## config.mk

```make
export PLATFORM = sky130hd
export DESIGN_NAME = roba_product_accum
export DESIGN_NICKNAME = d
export VERILOG_FILES = /design/src/rtl/roba_pkg.sv /design/src/rtl/roba_sat_add.sv /design/src/rtl/roba_product_accum.sv
export SDC_FILE = /design/constraint.sdc
export NUM_CORES = 1
export LEC_CHECK = 0
export ABC_AREA = 1
export CORE_MARGIN = 3
export CORE_UTILIZATION = 55
export DETAILED_ROUTE_END_ITERATION = 12
export GPL_TIMING_DRIVEN = 0
export PLACE_DENSITY_LB_ADDON = 0.12
export SLEW_MARGIN = 20
export SYNTH_ARGS = -nofsm -noshare
export SYNTH_HDL_FRONTEND = slang
export SYNTH_SLANG_ARGS = --single-unit
```

## constraint.sdc

```tcl
create_clock -name clk -period 5.38 [get_ports clk]
set_input_delay 0.538 -clock clk [delete_from_list [all_inputs] [get_ports clk]]
set_output_delay 0.538 -clock clk [all_outputs]
set_load 0.05 [all_outputs]
```

## src/rtl/roba_pkg.sv

```systemverilog
// Shared types and default widths for the DOWNROBATWO product accumulator.
package roba_pkg;

  localparam int unsigned ROBA_PROD_W = 64;
  localparam int unsigned ROBA_ACC_W  = 72;
  localparam int unsigned ROBA_CNT_W  = 8;

  typedef enum logic [1:0] {
    StIdle,
    StAcc,
    StHold
  } acc_state_t;

endpackage

```

## src/rtl/roba_sat_add.sv

```systemverilog
// Sign-extending accumulator adder with overflow detect.
// ROBA_ACC_SAT_EN defined: clamp to signed max/min on overflow; undefined: wrap, ovf tied 0.
module roba_sat_add
  import roba_pkg::*;
#(
  parameter int unsigned ACC_W = ROBA_ACC_W
) (
  input  logic [ACC_W-1:0]       acc,
  input  logic [ROBA_PROD_W-1:0] prod,
  output logic [ACC_W-1:0]       sum,
  output logic                   ovf
);

  logic [ACC_W-1:0] prod_ext;

  always_comb begin
    prod_ext                  = {ACC_W{prod[ROBA_PROD_W-1]}};
    prod_ext[ROBA_PROD_W-1:0] = prod;
  end

`ifdef ROBA_ACC_SAT_EN
  logic [ACC_W:0] sum_w;

  // One guard bit: the top two bits disagree exactly when the signed sum left the range.
  assign sum_w = {acc[ACC_W-1], acc} + {prod_ext[ACC_W-1], prod_ext};
  assign ovf   = sum_w[ACC_W] ^ sum_w[ACC_W-1];

  always_comb begin
    sum = sum_w[ACC_W-1:0];
    if (ovf) begin
      sum = sum_w[ACC_W] ? {1'b1, {(ACC_W-1){1'b0}}} : {1'b0, {(ACC_W-1){1'b1}}};
    end
  end
`else
  assign sum = acc + prod_ext;
  assign ovf = 1'b0;
`endif

endmodule

```

## src/rtl/roba_product_accum.sv

```systemverilog
// Frame accumulator for 64-bit signed products with valid/ready in and out.
// Saturation and overflow reporting are enabled by the ROBA_ACC_SAT_EN macro.
module roba_product_accum
  import roba_pkg::*;
#(
  parameter int unsigned ACC_W = ROBA_ACC_W,
  parameter int unsigned CNT_W = ROBA_CNT_W
) (
  input  logic                   clk,
  input  logic                   rst,
  input  logic                   in_valid,
  output logic                   in_ready,
  input  logic [ROBA_PROD_W-1:0] in_prod,
  input  logic                   in_last,
  output logic                   out_valid,
  input  logic                   out_ready,
  output logic [ACC_W-1:0]       out_acc,
  output logic [CNT_W-1:0]       out_count,
  output logic                   out_ovf
);

  acc_state_t       state_q;
  logic [ACC_W-1:0] acc_q;
  logic [CNT_W-1:0] cnt_q;
  logic             ovf_q;

  logic [ACC_W-1:0] sum;
  logic             add_ovf;
  logic [CNT_W-1:0] cnt_nxt;
  logic             ovf_nxt;
  logic             accept;
  logic             xfer;

  assign in_ready = (state_q != StHold) || out_ready;
  assign accept   = in_valid && in_ready;
  assign xfer     = out_valid && out_ready;

  // acc_q, cnt_q and ovf_q are zero outside StAcc, so a new frame starts from them unchanged.
  assign cnt_nxt = (cnt_q == {CNT_W{1'b1}}) ? cnt_q : cnt_q + 1'b1;
  assign ovf_nxt = ovf_q | add_ovf;

  roba_sat_add #(
    .ACC_W(ACC_W)
  ) u_sat_add (
    .acc (acc_q),
    .prod(in_prod),
    .sum (sum),
    .ovf (add_ovf)
  );

  always_ff @(posedge clk) begin
    if (rst) begin
      state_q   <= StIdle;
      acc_q     <= '0;
      cnt_q     <= '0;
      ovf_q     <= 1'b0;
      out_valid <= 1'b0;
      out_acc   <= '0;
      out_count <= '0;
      out_ovf   <= 1'b0;
    end else begin
      if (xfer) begin
        out_valid <= 1'b0;
        state_q   <= StIdle;
      end
      // In StHold a beat is only accepted alongside a transfer, so it starts a fresh frame.
      if (accept) begin
        if (in_last) begin
          out_valid <= 1'b1;
          out_acc   <= sum;
          out_count <= cnt_nxt;
          out_ovf   <= ovf_nxt;
          acc_q     <= '0;
          cnt_q     <= '0;
          ovf_q     <= 1'b0;
          state_q   <= StHold;
        end else begin
          acc_q   <= sum;
          cnt_q   <= cnt_nxt;
          ovf_q   <= ovf_nxt;
          state_q <= StAcc;
        end
      end
    end
  end

endmodule

```

==> results.md <==
- Setup ws final: between 2 and 2.5 ns
- Post-CTS Resized: 0
- Syn. warnings: 0
- Met2 routed WL: ~18000 um
- Area growth from synthesis to layout: 20.1%
- Bufs on Longest Clock Path: 2
- First-pass GRT wire length: roughly 65000 um
- Largest net degree at the start of global routing: 19
- WL final: 41300 um
- Clk root buf: clkbuf_16
- Vias in the first global route: ~13000
- Worst-Skew Late Latency: between 0.4 and 0.5 ns
- Slowest cell on crit path: nor2_2
- Cells after synthesis: around 2000
- Syn_nets: between 2000 and 2500
- Metal1 wirelength: roughly 18000 um
- Max incr delay on CP: approximately 0.73 ns
- Port Buf Inserts: 150
- CTS buffer count: 17
- P_leak: approximately 7.4 nW
- Slew Limit Fails: 0
- Synth Register Bits: ~160
- Max-cap viol count: 0
- VDD IR max: 182 uV
- Crit Path Class: input port to flop
- Initial antenna violation count: 0
- Post-synth EDFFs: 0
- Count of final setup violators: 0
- Post-CTS setup buffers: 0
- Sequential area share after synthesis: about a quarter
- DR iter-0 viols: between 1000 and 1500
- Crit start category: input port
- CTS Hold Bufs: 0
- Fin. Hold Viols: 0
- Crit path time final: slightly above 3 ns
- Setup slack, reg-to-reg: about 2.6 ns
- Grt total ovfl: 0
- Top cell type's share of synthesized area: a little over a quarter
- Routability-driven placement congestion ratio: roughly 1
- Number of fill cells: approximately 1900
- Highest clock rate: 325 MHz
- Layout cell share with drive strength beyond 1: 4.75%
- Nets: between 2000 and 2500
- Core ar.: around 0.021 mm^2
- Top area cells in the synthesized netlist: dfxtp_1 27%, nand2_1 21%, inv_1 11%
- Number of I/O pins: 152
- Syn_area_per_cell: about 6.0 um^2
- Hpwl dp: 33300 um
- CTS tree: built
- H-Tree Depth: 4
- Post-Place Worst Slack: slightly below 2 ns
- Synth unique cells: 39
- Synth async-reset ratio: 0%
- Worst slew pin tran: ~0.81 ns
- Top layer reached by signal wires: met4
- Critical path fanouts, max: 10
- Post-Layout Cell Count: approximately 2500
- Clk slew on worst S/H paths: about 0.080 ns
- Hold_ws: ~0.46 ns
- Detailed Routing Iterations Pass 1: 8
- Metal3 WL: about 3700 um
- RSZ-0062 raised after global routing: no
- Initial core utilization: ~57%
- Crit path capture type: flop
- Post-synth top flop: dfxtp_1
- Post-synth top area cell: dfxtp_1
- Status: completed
- Residual DRC: 0
- Most numerous cell in the Yosys netlist: nand2_1
- Worst clock skew: 0.0129 ns
- Post-Place Cells: about 2500
- Worst path most repeated cell: nand2_1
- ANT nets after route: 0
- Final period util: between 50 and 60%
- Arrival @ worst endpoint: about 3.4 ns
- Via-per-instance ratio: 5.37
- Worst Hold Class: flop to flop
- PD cells: about 250 mW/mm^2
- Placement row count: 53
- Die Y: roughly 150 um
- Relative slew slack: between 40 and 50%
- Total clock sinks: 163
- Cells along the critical path: clkdlybuf4s50_1 -> inv_1 -> nand3b_1 -> nand2_1 -> nor2_2 -> buf_6 -> clkbuf_1 -> nand2_1 -> nand2_1 -> inv_1
- List of most frequent post-synthesis cells: 694 x nand2_1, 358 x inv_1, 168 x a21oi_1
- DIE AREA: between 0.02 and 0.025 mm^2
- WL per Instance: about 17 um
- Vias: 13400
- Multi-input combinational cell area: 0.00734 mm^2
- FF+latch area: 0.00326 mm^2
- Overall routing resource usage: 33.8%
- WP data required: around 5.7 ns
- Cell Area, Synth: around 0.012 mm^2
- TNS Setup: 0 ns
- Die W: between 150 and 200 um
[cells by family (layout without fill, tap and decap cells)]
group	Yosys count	count (layout)	share of synthesized area (%)
DFF	163	163	26.7
AOI/OAI and AO/OA	343	343	15.8
xor gates and xnor gates	45	45	3.23
adders and majority gates	73	73	7.54
buffers and inverters	411	593	13.1
and+or+nand+nor	993	993	33.4
muxes	1	1	0.0923
other	1	2	0.0307
[registers in the layout, indices dropped and copies added, names as in the netlist]
name,cells
state_q,2
acc_q,72
cnt_q,8
out_acc,72
out_valid,1
out_count,8
[placed cells by master, fill, tap and decap left out, types with 17 or more instances in the layout]
cell type / n
a21oi_1: 168
clkbuf_1: 32
clkbuf_16: 17
clkdlybuf4s50_1: 150
dfxtp_1: 163
ha_1: 72
inv_1: 358
nand2_1: 694
nand2_2: 23
nand3_1: 82
nor2_1: 138
o21a_1: 31
o21ai_0: 88
o21bai_1: 45
xor2_1: 37
[critical path, delay by kind of cell]
kind	cells	cell delay [ns]
buffers and inverters	5	1.32
and+or+nand+nor	5	1.54
[where the power goes]
part	internal [mW]	total, mW	switching, mW
combinational	0.367	1.11	0.741
sequential	1.28	1.33	0.0416
clock	0.637	1.28	0.640
total	2.29	3.71	1.42
[final cells by class]
type | instances | share of cell area [%]
Sequential cell | 163 | 22.3
Clock buffer | 18 | 3.00
Clock inverter | 14 | 1.09
Tap cell | 275 | 2.35
Buffer | 51 | 1.71
Inverter | 360 | 9.22
Antenna cell | 1 | 0.0171
Multi-Input combinational cell | 1456 | 50.1
Timing Repair Buffer | 150 | 10.2
[metrics by stage]
stage               total power [mW]  util [%]  area (um^2)
floorplan                       2.08         -        12200
global placement                2.42      65.6        14100
detailed placement              2.43      65.6        14100
CTS                             3.69      68.4        14700
global route                    3.87      68.4        14700
finish                          3.71      68.4        14700
[routing by layer]
metal	global-route usage [%]	vias up
li1	-	6641
met1	45.4	6093
met2	54.8	553
met3	6.84	79
met4	10.9	0
met5	0	-
[final timing paths]
check / from / endpoint / cells past startpoint
setup / recovery: out_ready / out_acc[71]$_SDFFE_PP0P_ / 10
hold reg to reg: state_q[0]$_SDFFE_PP0P_ / state_q[0]$_SDFFE_PP0P_ / 2
hold / removal: state_q[0]$_SDFFE_PP0P_ / state_q[0]$_SDFFE_PP0P_ / 2
setup reg to reg: state_q[0]$_SDFFE_PP0P_ / out_acc[71]$_SDFFE_PP0P_ / 8
Note: power is estimated with default switching activity, not from simulation.
